### src/rtl/ip_psram_arbiter_pkg.sv
// Shared definitions for the two-port PSRAM arbiter: FSM state encoding,
// request op codes and the watchdog counter width helper.
package ip_psram_arbiter_pkg;

  typedef enum logic [1:0] {
    ST_IDLE      = 2'd0,
    ST_WAIT_BUSY = 2'd1,
    ST_WAIT_DONE = 2'd2
  } arb_state_t;

  typedef enum logic {
    OP_RD = 1'b0,
    OP_WR = 1'b1
  } arb_op_t;

  localparam int TMO_W_MIN = 10;

  // Watchdog counter width: wide enough for the timeout, never below 10 bits.
  function automatic int tmo_width(input int timeout);
    int w;
    w = $clog2(timeout + 1);
    return (w < TMO_W_MIN) ? TMO_W_MIN : w;
  endfunction

endpackage

### src/rtl/ip_psram_req_slot.sv
// One-entry request latch for one arbiter port.
// Ports:
//   clk, n_reset       clock, async active-low reset
//   rd, wr             request pulses; ignored while the slot is full
//   address, wdata     request address / write data, captured with rd/wr
//   clear              empties the slot (driven by the arbiter FSM)
//   full               slot holds a pending or in-service request
//   op, addr_q, data_q captured request
module ip_psram_req_slot
  import ip_psram_arbiter_pkg::*;
#(
  parameter int ADDR_W = 22,
  parameter int DATA_W = 8
) (
  input  logic              clk,
  input  logic              n_reset,
  input  logic              rd,
  input  logic              wr,
  input  logic [ADDR_W-1:0] address,
  input  logic [DATA_W-1:0] wdata,
  input  logic              clear,
  output logic              full,
  output arb_op_t           op,
  output logic [ADDR_W-1:0] addr_q,
  output logic [DATA_W-1:0] data_q
);

  always_ff @(posedge clk or negedge n_reset) begin
    if (!n_reset) begin
      full   <= 1'b0;
      op     <= OP_RD;
      addr_q <= '0;
      data_q <= '0;
    end else if (clear) begin
      full <= 1'b0;
    end else if (!full && (rd || wr)) begin
      full   <= 1'b1;
      // simultaneous rd and wr: the read wins, the write is dropped
      op     <= rd ? OP_RD : OP_WR;
      addr_q <= address;
      data_q <= wdata;
    end
  end

endmodule

### src/rtl/ip_psram_arbiter.sv
// Shares one ip_psram channel between two requesters, one access at a time.
// Read data is returned only to the port that owns the access.
//
//   state        | meaning
//   -------------+------------------------------------------------------
//   ST_IDLE      | waiting for mem_busy=0 and a full slot; issues rd/wr
//   ST_WAIT_BUSY | access issued, waiting for mem_busy to rise
//   ST_WAIT_DONE | waiting for mem_rdata_en (read) or mem_busy=0 (write)
//
// Ports:
//   clk, n_reset                            clock, async active-low reset
//   rdN, wrN, addressN, wdataN              port N request (N = 0, 1)
//   busyN, rdataN, rdataN_en                port N status / read return
//   mem_rd, mem_wr, mem_address, mem_wdata  channel to ip_psram
//   mem_busy, mem_rdata, mem_rdata_en       status / data from ip_psram
//   timeout_err                             sticky watchdog release flag
module ip_psram_arbiter
  import ip_psram_arbiter_pkg::*;
#(
  parameter int ADDR_W     = 22,
  parameter int DATA_W     = 8,
  parameter int FIXED_PRIO = 0,
  parameter int TIMEOUT    = 1023
) (
  input  logic              clk,
  input  logic              n_reset,
  input  logic              rd0,
  input  logic              wr0,
  input  logic [ADDR_W-1:0] address0,
  input  logic [DATA_W-1:0] wdata0,
  output logic              busy0,
  output logic [DATA_W-1:0] rdata0,
  output logic              rdata0_en,
  input  logic              rd1,
  input  logic              wr1,
  input  logic [ADDR_W-1:0] address1,
  input  logic [DATA_W-1:0] wdata1,
  output logic              busy1,
  output logic [DATA_W-1:0] rdata1,
  output logic              rdata1_en,
  output logic              mem_rd,
  output logic              mem_wr,
  output logic [ADDR_W-1:0] mem_address,
  output logic [DATA_W-1:0] mem_wdata,
  input  logic              mem_busy,
  input  logic [DATA_W-1:0] mem_rdata,
  input  logic              mem_rdata_en,
  output logic              timeout_err
);

  localparam int              CNT_W   = tmo_width(TIMEOUT);
  localparam logic [CNT_W-1:0] TMO_CNT = CNT_W'(TIMEOUT);

  arb_state_t        state;
  logic              owner;
  arb_op_t           own_op;
  logic              rr_next;   // port that wins the next tie (round-robin)
  logic [CNT_W-1:0]  wd_cnt;

  logic              full0, full1, clear0, clear1;
  arb_op_t           op0, op1;
  logic [ADDR_W-1:0] addr0_q, addr1_q;
  logic [DATA_W-1:0] data0_q, data1_q;

  ip_psram_req_slot #(.ADDR_W(ADDR_W), .DATA_W(DATA_W)) u_slot0 (
    .clk(clk), .n_reset(n_reset), .rd(rd0), .wr(wr0), .address(address0), .wdata(wdata0),
    .clear(clear0), .full(full0), .op(op0), .addr_q(addr0_q), .data_q(data0_q)
  );

  ip_psram_req_slot #(.ADDR_W(ADDR_W), .DATA_W(DATA_W)) u_slot1 (
    .clk(clk), .n_reset(n_reset), .rd(rd1), .wr(wr1), .address(address1), .wdata(wdata1),
    .clear(clear1), .full(full1), .op(op1), .addr_q(addr1_q), .data_q(data1_q)
  );

  assign busy0 = full0;
  assign busy1 = full1;

  logic own_rd, done, tmo, release_slot;
  assign own_rd = (own_op == OP_RD);

  always_comb begin
    done = 1'b0;
    case (state)
      ST_WAIT_BUSY: done = own_rd && mem_rdata_en;
      ST_WAIT_DONE: done = own_rd ? mem_rdata_en : !mem_busy;
      default:      done = 1'b0;
    endcase
  end

  // A genuine completion in the same cycle as the watchdog expiry wins.
  assign tmo          = (state != ST_IDLE) && !done && (wd_cnt == TMO_CNT);
  assign release_slot = done || tmo;
  assign clear0       = release_slot && !owner;
  assign clear1       = release_slot && owner;

  logic              grant_valid, grant_port;
  arb_op_t           sel_op;
  logic [ADDR_W-1:0] sel_addr;
  logic [DATA_W-1:0] sel_data;

  always_comb begin
    grant_port = 1'b0;
    if (full0 && full1)
      grant_port = (FIXED_PRIO != 0) ? 1'b0 : rr_next;
    else
      grant_port = !full0;
  end

  assign grant_valid = (state == ST_IDLE) && !mem_busy && (full0 || full1);
  assign sel_op      = grant_port ? op1 : op0;
  assign sel_addr    = grant_port ? addr1_q : addr0_q;
  assign sel_data    = grant_port ? data1_q : data0_q;

  always_ff @(posedge clk or negedge n_reset) begin
    if (!n_reset) begin
      state       <= ST_IDLE;
      owner       <= 1'b0;
      own_op      <= OP_RD;
      rr_next     <= 1'b0;
      wd_cnt      <= '0;
      mem_rd      <= 1'b0;
      mem_wr      <= 1'b0;
      mem_address <= '0;
      mem_wdata   <= '0;
      rdata0      <= '0;
      rdata1      <= '0;
      rdata0_en   <= 1'b0;
      rdata1_en   <= 1'b0;
      timeout_err <= 1'b0;
    end else begin
      mem_rd    <= 1'b0;
      mem_wr    <= 1'b0;
      rdata0_en <= 1'b0;
      rdata1_en <= 1'b0;
      case (state)
        ST_IDLE: begin
          wd_cnt <= '0;
          if (grant_valid) begin
            owner       <= grant_port;
            own_op      <= sel_op;
            mem_rd      <= (sel_op == OP_RD);
            mem_wr      <= (sel_op == OP_WR);
            mem_address <= sel_addr;
            mem_wdata   <= sel_data;
            state       <= ST_WAIT_BUSY;
            // the pointer only moves when a tie was actually resolved
            if (full0 && full1)
              rr_next <= !grant_port;
          end
        end
        ST_WAIT_BUSY, ST_WAIT_DONE: begin
          if (release_slot) begin
            state  <= ST_IDLE;
            wd_cnt <= '0;
            if (own_rd) begin
              if (!owner) begin
                rdata0    <= done ? mem_rdata : '0;
                rdata0_en <= 1'b1;
              end else begin
                rdata1    <= done ? mem_rdata : '0;
                rdata1_en <= 1'b1;
              end
            end
            if (tmo)
              timeout_err <= 1'b1;
          end else if ((state == ST_WAIT_BUSY) && mem_busy) begin
            state  <= ST_WAIT_DONE;
            wd_cnt <= '0;
          end else begin
            wd_cnt <= wd_cnt + CNT_W'(1);
          end
        end
        default: state <= ST_IDLE;
      endcase
    end
  end

endmodule

### config.mk
export PLATFORM = sky130hd
export DESIGN_NAME = ip_psram_arbiter
export DESIGN_NICKNAME = d
export VERILOG_FILES = /design/src/rtl/ip_psram_arbiter_pkg.sv /design/src/rtl/ip_psram_req_slot.sv /design/src/rtl/ip_psram_arbiter.sv
export SDC_FILE = /design/constraint.sdc
export NUM_CORES = 1
export LEC_CHECK = 0
export ABC_AREA = 1
export BUFFER_PORTS_ARGS = -buffer_cell sky130_fd_sc_hd__buf_2
export CORE_MARGIN = 4
export CORE_UTILIZATION = 40
export DETAILED_ROUTE_END_ITERATION = 16
export PLACE_DENSITY = 0.64
export REMOVE_ABC_BUFFERS = 1
export SLEW_MARGIN = 25
export SYNTH_ARGS = -nofsm -noshare
export SYNTH_HDL_FRONTEND = slang
export SYNTH_SLANG_ARGS = --single-unit
### constraint.sdc
create_clock -name clk -period 1.9 [get_ports clk]
set_input_delay 0.38 -clock clk [delete_from_list [all_inputs] [get_ports clk]]
set_output_delay 0.38 -clock clk [all_outputs]
set_load 0.03 [all_outputs]
==> results.md, run 1 <==
* Worst r2r src: state[0]
* Number of port buffers at approximately 130
* Sequential power share at between 30% and 40%
* Max Clock Skew at a little under 9 ps
* Synthesized instance count at about 650
* Die height at roughly 130 µm
* Via count at 4,930
* Full die area at 16,100 µm²
* Filler cells at 1,263
* Clk root buf: clkbuf_16
* Max-Cap Viols at 0
* 1st-pass router iterations at 4
* Power Density at 1740 nW/µm²
* DRC at 0
* Crit path launch: state[0]
* Non-filler instance count after layout at 981
* Unique masters post-synth at 27
* CTS tree: yes
* Relative slew margins at 43.0%
* EDFF count, synth at 0
* Via density per instance at 5.03
* Reg clk slew, reported paths at 50 ps
* Placed cells at 942
* Global Route Usage Sum at 19.3%
* Synthesized area per cell at 8.74 µm²
* Post-Route WL at about 16,000 µm
* Pleak at 0.00379 µW
* Gpl congestion at 0.789
* CP Class: reg2reg
* Layout cell share with drive strength beyond 1 at 26.2%
* Post-layout util at 53.1%
* Sequential share of the synthesized area at 57.7%
* # IOs at about 130
* Final slew viol count at 0
* Final Hold Violating Endpoints at 0
* Min-Delay Path Class: in2reg
* Dpl ws at 44.9 ps
* Clk pwr share at 27.8%
* Initial antenna violation count at 0
* Worst EP arrival at 2080 ps
* Yosys warning count at 0
* CTS H-tree depth at 4
* R2R Setup Slk at 130 ps
* Synthesized cell area at roughly 5600 µm²
* Syn-to-layout area delta at 30.3%
* Total chip power at approximately 13,000 µW
* Logic gate share of total power at 36.9%
* Cell Rows at 43
* Net Sw Power at between 4000 and 5000 µW
* Iter 0 DRT Violations at 346
* Int Pwr at 7790 µW
* Most common library cell in the layout ignoring fill and taps: nand2_1
* Design Area, Final at about 7300 µm²
* Pin count of the biggest net entering global routing at 43
* Core Region at 13,800 µm²
* Synth Register Bits at 130
* Final net count at 870
* Reg2reg end: u_slot1.data_q[3]
* Clk buf depth at 2
* Post-synth ARST share at 100%
* Post-DR wirelength/cell at 15.9 µm
* Ant diodes at 0
* Worst EP required at 2200 ps
* Min Tclk post-route at 1770 ps
* FMAX at 0.564 GHz
* Hold Path End: u_slot0.op
* Grt ovf at 0
* Sw Ratio at 38.9%
* Commonest non-fill, non-tap cells in the layout: nand2_1, dfrtp_1, buf_2
* Starting density of the core at approximately two fifths
* Clk_lat worst skew at 420 ps
* Chip Width at roughly 130 µm
* Setup ws final at 127 ps
* Cells on worst reg2reg path at 11
* TritonCTS buffer count at 17
* Final setup fails at 0
* Clock sinks at 130
* Setup crit end kind: flip-flop
* Hold path cells at 2
* Worst Tran Pin Value at between 800 and 900 ps
* Status: completed
* Maximum VDD drop at roughly 0.86 mV
* Vias in the first global route at 4,939
* Top FF cell, synth: dfrtp_1
* Worst Path Max Fanout at 23
* Period Utilization, post-route at ~93%
* Detailed Place HPWL at 10,100 µm
* Startpoint Class: flip-flop
* First-pass GRT wire length at 24,700 µm
* Dpl cell area at about 6600 µm²
* Post-DRT Antenna Nets at 0
* HP Start: rd0
critical path: stages (launching register included):
cell and delay (ps):
dfrtp_1 390, inv_1 90, ha_1 210, inv_1 70, nand2_1 60, nor2_2 90, nand3_2 130, nand2_4 160
nand2_4 120, buf_8 190, nand3_1 90, nand2_1 50
cells by family (layout without fill, tap and decap cells):
group	after synthesis	count (layout)	share of synthesized area [%]
AOI/OAI and AO/OA	95	95	9.17
xor gates and xnor gates	5	5	0.777
adders and majority gates	5	5	1.11
buffers and inverters	57	212	4.93
DFF	130	130	57.7
and+or+nand+nor	353	354	26.3
metal layers:
metal | vias to the layer above | track usage, % | part of all wire (%)
met1 | 2366 | 25.9 | 46
met5 | - | 0 | 0
li1 | 2372 | - | -
met2 | 171 | 30.6 | 46
met3 | 21 | 5.01 | 6.6
met4 | 0 | 6.69 | 1.7
layout make-up:
cell class	count	area, µm²	share of cell area, %
timing repair buffer	158	978	13.3
tap	180	225	3.07
clock inverter	10	181	2.47
multi-input combinational	459	2160	29.4
clock buffer	21	460	6.27
sequential	130	3250	44.3
inverter	23	86.3	1.18
worst max-delay path by stage:
| stage | end | slack [ps] | cells past startpoint |
|---|---|---|---|
| floorplan | u_slot0.op | -600 | 3 |
| global route | u_slot1.data_q[3] | -2 | 10 |
| global placement | u_slot0.op | 100 | 7 |
| finish | u_slot1.data_q[3] | 130 | 11 |
| CTS | u_slot1.op | 40 | 10 |
| detailed placement | u_slot1.op | 40 | 9 |
sequential cells by signal, indices dropped and copies added (netlist names), 2 cells and up:
signal and cells:
mem_address 22, state 2, u_slot1.data_q 8, rdata0 8, mem_wdata 8, u_slot0.data_q 8, wd_cnt 10, u_slot1.addr_q 22
u_slot0.addr_q 22, rdata1 8
metrics by stage:
| stage | hold slack (ps) | TNS [ps] |
|---|---|---|
| detailed placement | 273 | 0 |
| CTS | 163 | 0 |
| finish | 178 | 0 |
| global placement | 273 | 0 |
| global route | 173 | -2.18 |
| floorplan | 84.4 | -39590 |
synth_stat cells, types with 2 or more instances:
library cell / n / area share (%)
nand2_4: 2 / 0.40
clkbuf_1: 18 / 1.2
nand2_1: 213 / 14
o21ai_2: 9 / 1.4
nand2_2: 3 / 0.33
nand3_1: 69 / 6.1
nor3_1: 4 / 0.36
o21ai_1: 8 / 0.71
o21a_1: 2 / 0.27
a21oi_1: 8 / 0.71
o21ai_0: 67 / 6.0
nand3_2: 3 / 0.53
dfrtp_1: 130 / 58
ha_1: 5 / 1.1
xor2_1: 4 / 0.62
buf_6: 7 / 1.4
inv_1: 22 / 1.5
nand4_1: 2 / 0.22
buf_2: 8 / 0.71
nor2_1: 54 / 3.6
power by group through the flow:
stage | combinational (µW) | clock, µW | sequential, µW
after floorplan | 2160 | 0 | 5100
after global placement | 4440 | 0 | 4470
after detailed placement | 4540 | 0 | 4510
after CTS | 4570 | 3610 | 4480
after global routing | 5240 | 3710 | 4620
final | 4710 | 3550 | 4490
repair_timing:
action / CTS / global route
gates resized for setup: 0 / 8
hold buffers: 1 / 0
setup buffers: 0 / 5
hold endpoints to repair: 26 / 0
setup endpoints to repair: 0 / 63
Note: power is estimated with default switching activity, not from simulation.
==> inputs of run 2 (changes only) <==
--- a/config.mk
+++ b/config.mk
@@ -7,12 +7,13 @@
 export LEC_CHECK = 0
 export ABC_AREA = 1
 export BUFFER_PORTS_ARGS = -buffer_cell sky130_fd_sc_hd__buf_2
+export CELL_PAD_IN_SITES_DETAIL_PLACEMENT = 1
+export CELL_PAD_IN_SITES_GLOBAL_PLACEMENT = 1
 export CORE_MARGIN = 4
 export CORE_UTILIZATION = 40
 export DETAILED_ROUTE_END_ITERATION = 16
-export PLACE_DENSITY = 0.64
+export PLACE_DENSITY = 0.82
 export REMOVE_ABC_BUFFERS = 1
-export SLEW_MARGIN = 25
 export SYNTH_ARGS = -nofsm -noshare
 export SYNTH_HDL_FRONTEND = slang
 export SYNTH_SLANG_ARGS = --single-unit
==> results.md, run 2 (synthesis gave the netlist of run 1 again) <==
* Relative slew margins at between 60 and 70%
* CTS H-tree depth at 4
* Max-Cap Viols at 0
* Design Area, Final at roughly 7500 µm²
* CTS tree: yes
* Placed cells at 949
* Most common library cell in the layout ignoring fill and taps: nand2_1
* Post-DR wirelength/cell at 18.9 µm
* Initial antenna violation count at 0
* Cells on worst reg2reg path at 12
* Via density per instance at between 5 and 6
* # IOs at 129
* Pleak at 0.00386 µW
* Routed wl met2 at roughly 9600 µm
* CP bufs+invs at 3
* Ant diodes at 0
* Full die area at approximately 16,000 µm²
* Critical-path cell list: inv_1 -> ha_1 -> inv_2 -> nand2_1 -> nor2_2 -> nand3_2 -> nand2_4 -> nand2_4 -> nand2_8 -> buf_12 -> nand2_1 -> o21ai_0
* Worst Path Max Fanout at 11
* Setup ws final at 18.1 ps
* Startpoint Class: flip-flop
* Worst Tran Pin Value at 583 ps
* Maximum VDD drop at roughly 0.83 mV
* Period Utilization, post-route at 99.0%
* Min-Delay Path Class: in2reg
* HP Start: rd1
* Via count at 5,246
* 1st-pass router iterations at 6
* Crit path launch: state[0]
* Worst r2r src: state[0]
* Number of port buffers at approximately 130
* R2R Setup Slk at 20 ps
* Die height at 127 µm
* Dpl ws at 30.9 ps
* Min Tclk post-route at 1880 ps
* Final Hold Violating Endpoints at 0
* Vias in the first global route at roughly 5,600
* Top Registers: mem_address: 22 flops, u_slot0.addr_q: 22 flops, u_slot1.addr_q: 22 flops
* Gpl congestion at 0.775
* Final net count at 882
* Clk root buf: clkbuf_16
* Delay-heaviest family, CP: simple AND/OR/NAND/NOR gates
* Met3 wire length at a little under 1000 µm
* CP max-delay cell: dfrtp_1
* Pin count of the biggest net entering global routing at 40
* Worst EP required at 2250 ps
* Cell Rows at 43
* Reg2reg end: u_slot0.op
* Dpl cell area at 6630 µm²
* FMAX at roughly 0.53 GHz
* Clock sinks at 130
* DR top layer: met4
* First-pass GRT wire length at 28,700 µm
* DRC at 0
* Status: completed
* Clk buf depth at 2
* Post-DRT Antenna Nets at 0
* Clk_lat worst skew at 420 ps
* Starting density of the core at 40.8%
* Hold path cells at 2
* Hold Path End: u_slot1.op
* Power Density at between 1500 and 2000 nW/µm²
* TritonCTS buffer count at 17
* Reg clk slew, reported paths at 60 ps
* Final slew viol count at 0
* Iter 0 DRT Violations at roughly 270
* Detailed Place HPWL at 12,300 µm
* CP max stage delay at 410 ps
* Non-filler instance count after layout at 994
* RSZ-0062 raised after global routing: true
* Syn-to-layout area delta at 33.6%
* Grt ovf at 0
* Layout cell share with drive strength beyond 1 at roughly 28%
* Commonest non-fill, non-tap cells in the layout: nand2_1, dfrtp_1, buf_2
* Chip Width at 127 µm
* Routed length on met1 at 7790 µm
* Post-Route WL at 18,800 µm
* Setup crit end kind: flip-flop
* Total chip power at 13,400 µW
* Worst EP arrival at 2230 ps
* Global Route Usage Sum at 22.8%
* CP Class: reg2reg
* Final setup fails at 0
* Max Clock Skew at 6.38 ps
* Core Region at 13,800 µm²
-- run 2: changes by cell type in the layout (fill, tap and decap cells not counted), sizes merged --
cell and change:
clkbuf +2, nand2 -1, clkinvlp +1, buf +10, bufinv -1, nand3 +2
-- run 2: worst max-delay path by stage --
stage / endpoint / slack, ps / depth (start not counted)
after floorplan: u_slot0.op / -600 / 3
after global placement: u_slot0.op / 160 / 11
after detailed placement: mem_address[21] / 30 / 9
after CTS: mem_address[21] / 20 / 9
after global routing: u_slot0.op / -120 / 12
final: u_slot0.op / 20 / 12
-- run 2: area by class of cell --
cell class                 instances  area [µm²]
fill                            1645        6300
sequential                       130        3250
multi-input combinational        460        2210
timing repair buffer             169        1130
clock buffer                      22         474
tap                              180         225
clock inverter                    10         155
inverter                          23        86.3
-- run 2: repair_timing --
| item | in CTS | in global routing |
|---|---|---|
| setup endpoints to repair | 0 | 101 |
| buffers inserted | 0 | 8 |
| hold endpoints to repair | 26 | 0 |
| resized for setup | 0 | 24 |
| hold buffers | 1 | 0 |
-- run 2: per-layer routing --
layer  track usage [%]  up-vias
li1                  -     2404
met2              39.2      155
met3              4.72       32
met4              8.20        0
met1              28.6     2655
met5                 0        -
-- run 2: stage by stage --
stage / hold slack, ps / TNS (ps) / util (%)
after global placement: 277 / 0 / 48.0
after floorplan: 84.4 / -39590 / -
after detailed placement: 277 / 0 / 48.0
after global routing: 188 / -4480 / 54.5
final: 175 / 0 / 54.5
after CTS: 170 / 0 / 52.6
-- run 2: where the power goes --
group	internal [µW]	total [µW]	switching (µW)
Clock	2290	3510	1220
Sequential	3860	4560	697
Combinational	1800	5300	3500
Total	7950	13400	5410
==> inputs of run 3 (changes only) <==
--- a/config.mk
+++ b/config.mk
@@ -5,12 +5,12 @@
 export SDC_FILE = /design/constraint.sdc
 export NUM_CORES = 1
 export LEC_CHECK = 0
-export ABC_AREA = 1
+export ABC_AREA = 0
 export BUFFER_PORTS_ARGS = -buffer_cell sky130_fd_sc_hd__buf_2
 export CELL_PAD_IN_SITES_DETAIL_PLACEMENT = 1
 export CELL_PAD_IN_SITES_GLOBAL_PLACEMENT = 1
 export CORE_MARGIN = 4
-export CORE_UTILIZATION = 40
+export CORE_UTILIZATION = 43
 export DETAILED_ROUTE_END_ITERATION = 16
 export PLACE_DENSITY = 0.82
 export REMOVE_ABC_BUFFERS = 1
==> results.md, run 3 <==
* Status: finished, violations left
* Violations in the final reports: setup timing
* CP Class: reg2reg
* Max-Cap Viols at 0
* TritonCTS buffer count at 17
* Total chip power at 15,700 µW
* RSZ-0062 raised after global routing: true
* CP max-delay cell: dfrtp_1
* Critical-path cell list: inv_2 -> ha_4 -> and3b_2 -> and3_4 -> o31a_1 -> nor3_4 -> buf_6 -> buf_8 -> buf_16 -> mux2_4
* Compound-gate portion of the synthesized area at under 10%
* First-pass GRT wire length at 31,900 µm
* Filler cells at 1,288
* 1st-pass router iterations at 4
* Post-Route WL at roughly 22,000 µm
* CP max stage delay at 420 ps
* Unique masters post-synth at 46
* Min Tclk post-route at 2360 ps
* Dpl cell area at 6840 µm²
* Worst Tran Pin Value at 922 ps
* Gpl congestion at 0.779
* Yosys warning count at 0
* Relative slew margins at 38.6%
* Synth Area in Adders at 1.10%
* EDFF count, synth at 0
* Pleak at approximately 0.0042 µW
* Most common library cells after synthesis: dfrtp_1, nand2_1, mux2i_1, o21ai_0
* Startpoint Class: flip-flop
* Synthesized cell area at 5670 µm²
* Design Area, Final at 8220 µm²
* Simple-Gate Fraction of Synth Area at under 10%
* Via density per instance at around 5.5
* Number of port buffers at 128
* Vias in the first global route at roughly 5,200
* Setup crit end kind: flip-flop
* Top Registers: mem_address: 22 flops, u_slot0.addr_q: 22 flops, u_slot1.addr_q: 22 flops
* Maximum VDD drop at 1.16 mV
* Clk_lat worst skew at 430 ps
* Chip Width at 123 µm
* Commonest non-fill, non-tap cells in the layout: dfrtp_1, buf_2, mux2_4
* Post-DRT Antenna Nets at 0
* Pin count of the biggest net entering global routing at 42
* Global Route Usage Sum at 29.0%
* Post-DR wirelength/cell at 26.0 µm
* Sequential share of the synthesized area at 57.3%
* Clock sinks at 130
* Max Clock Skew at 8.01 ps
* Clk buf depth at 2
* Min-Delay Path Class: in2reg
* Cell Rows at 41
* Iter 0 DRT Violations at 323
* Most common library cell in the layout ignoring fill and taps: dfrtp_1
* FMAX at 0.424 GHz
* Post-synth ARST share at 100%
* Non-filler instance count after layout at 838
* Final net count at 734
* Synth Area in XOR/XNOR at 0.154%
* Layout cell share with drive strength beyond 1 at 49.0%
* Hold path cells at 2
* Clk root buf: clkbuf_16
* Cells on worst reg2reg path at 10
* Largest family of logic cells by synthesized area: multiplexers
* Grt ovf at 0
* Yosys top cell by area: dfrtp_1
* Via count at approximately 4,600
* Worst Path Max Fanout at 6
* Detailed Place HPWL at approximately 11,000 µm
* Setup ws final at -457 ps
* Synth Register Bits at 130
* Synthesized instance count at approximately 450
* Placed cells at 774
* Die height at 123 µm
* CTS tree: yes
* Share of Yosys cell area claimed by the top area cell type at 57.3%
* Core Region at between 10,000 and 15,000 µm²
* Synthesized area per cell at 12.5 µm²
* Initial antenna violation count at 2
* DRC at 0
* Total negative slack at -33,540 ps
* Starting density of the core at 44.4%
* # IOs at 129
* CTS H-tree depth at 4
* Full die area at 15,100 µm²
* Worst EP required at 2200 ps
* Power Density at between 1500 and 2000 nW/µm²
* Final Hold Violating Endpoints at 0
* Top FF cell, synth: dfrtp_1
* Top-count cell post-synth: dfrtp_1
* Worst EP arrival at 2660 ps
* Dominant cells by area after synthesis: dfrtp_1, mux2i_1, mux2_4
* Reg clk slew, reported paths at 60 ps
* Final setup fails at 91
* Syn-to-layout area delta at 44.8%
* Mux cell area share after synthesis at between 20 and 25%
* Final slew viol count at 0
* Period Utilization, post-route at 124%
run 3: cell count changes in the layout (fill, tap and decap cells not counted), moves of 35 or more:
cell     before  now
nand3_1      68    4
o21ai_0      66   31
nor2_1       48    9
mux2i_1       0   45
nand2_1     213   46
mux2_4        0   60
run 3: kinds of logic (layout without fill, tap and decap cells):
logic type / after synthesis / after routing
DFF: 130 / 130
and+or+nand+nor: 97 / 97
adders and majority gates: 5 / 5
muxes: 108 / 108
buffers and inverters: 48 / 260
other: 0 / 1
xor gates and xnor gates: 1 / 1
AOI/OAI and AO/OA: 64 / 64
run 3: per-layer routing:
layer / GRT usage [%] / vias to the layer above / wire [µm]
met5: 0 / - / 11
met4: 9.24 / 2 / 616
met3: 7.10 / 44 / 1250
met2: 51.8 / 178 / 11700
met1: 34.1 / 2428 / 8190
li1: - / 1974 / -
run 3: final cells by class:
cell class / instances / area, µm² / area share [%]
sequential: 130 / 3250 / 39.6
multi-input combinational: 275 / 2530 / 30.8
timing repair buffer: 202 / 1520 / 18.5
clock buffer: 27 / 523 / 6.36
tap: 172 / 215 / 2.62
inverter: 27 / 101 / 1.23
clock inverter: 4 / 70.1 / 0.853
antenna: 1 / 2.50 / 0.0305
run 3: timing repair:
| action | CTS | global route |
|---|---|---|
| gates resized for setup | 82 | 44 |
| endpoints found under the setup margin | 89 | 98 |
| setup buffers | 24 | 15 |
| hold buffers | 1 | 0 |
| pin swaps | 21 | 12 |
| cloned | 8 | 0 |
| hold endpoints to repair | 38 | 0 |
run 3: worst max-delay path: cells and delay by family, from the launching register on:
family                     cells  cell delay (ps)
buffers and inverters          4              510
DFF                            1              420
AOI/OAI and AO/OA              1              290
muxes                          1              300
and+or+nand+nor                3              580
adders and majority gates      1              140
run 3: report_power, final:
group          internal [µW]  leakage (µW)  switching (µW)  total [µW]
Sequential              4020       0.00161             976        4990
Clock                   2130      0.000293            1220        3350
Combinational           3420       0.00229            3980        7400
Total                   9560       0.00419            6180       15700
run 3: final timing paths:
path | to | from | slack (ps)
setup / recovery | u_slot0.addr_q[3] | state[1] | -460
hold / removal | u_slot0.addr_q[0] | address0[0] | 180
setup reg to reg | u_slot0.addr_q[3] | state[1] | -460
hold reg to reg | mem_address[11] | mem_address[11] | 490
max in group asynchronous | wd_cnt[7] | n_reset | 770
min in group asynchronous | mem_wdata[7] | n_reset | 500
run 3: through the flow:
step / utilization [%] / hold WS (ps) / setup WS (ps)
global route: 64.3 / 173 / -522
finish: 64.3 / 184 / -457
global placement: 53.5 / 399 / -336
CTS: 63.6 / 178 / -312
detailed placement: 53.5 / 411 / -418
floorplan: - / 84.4 / -1680
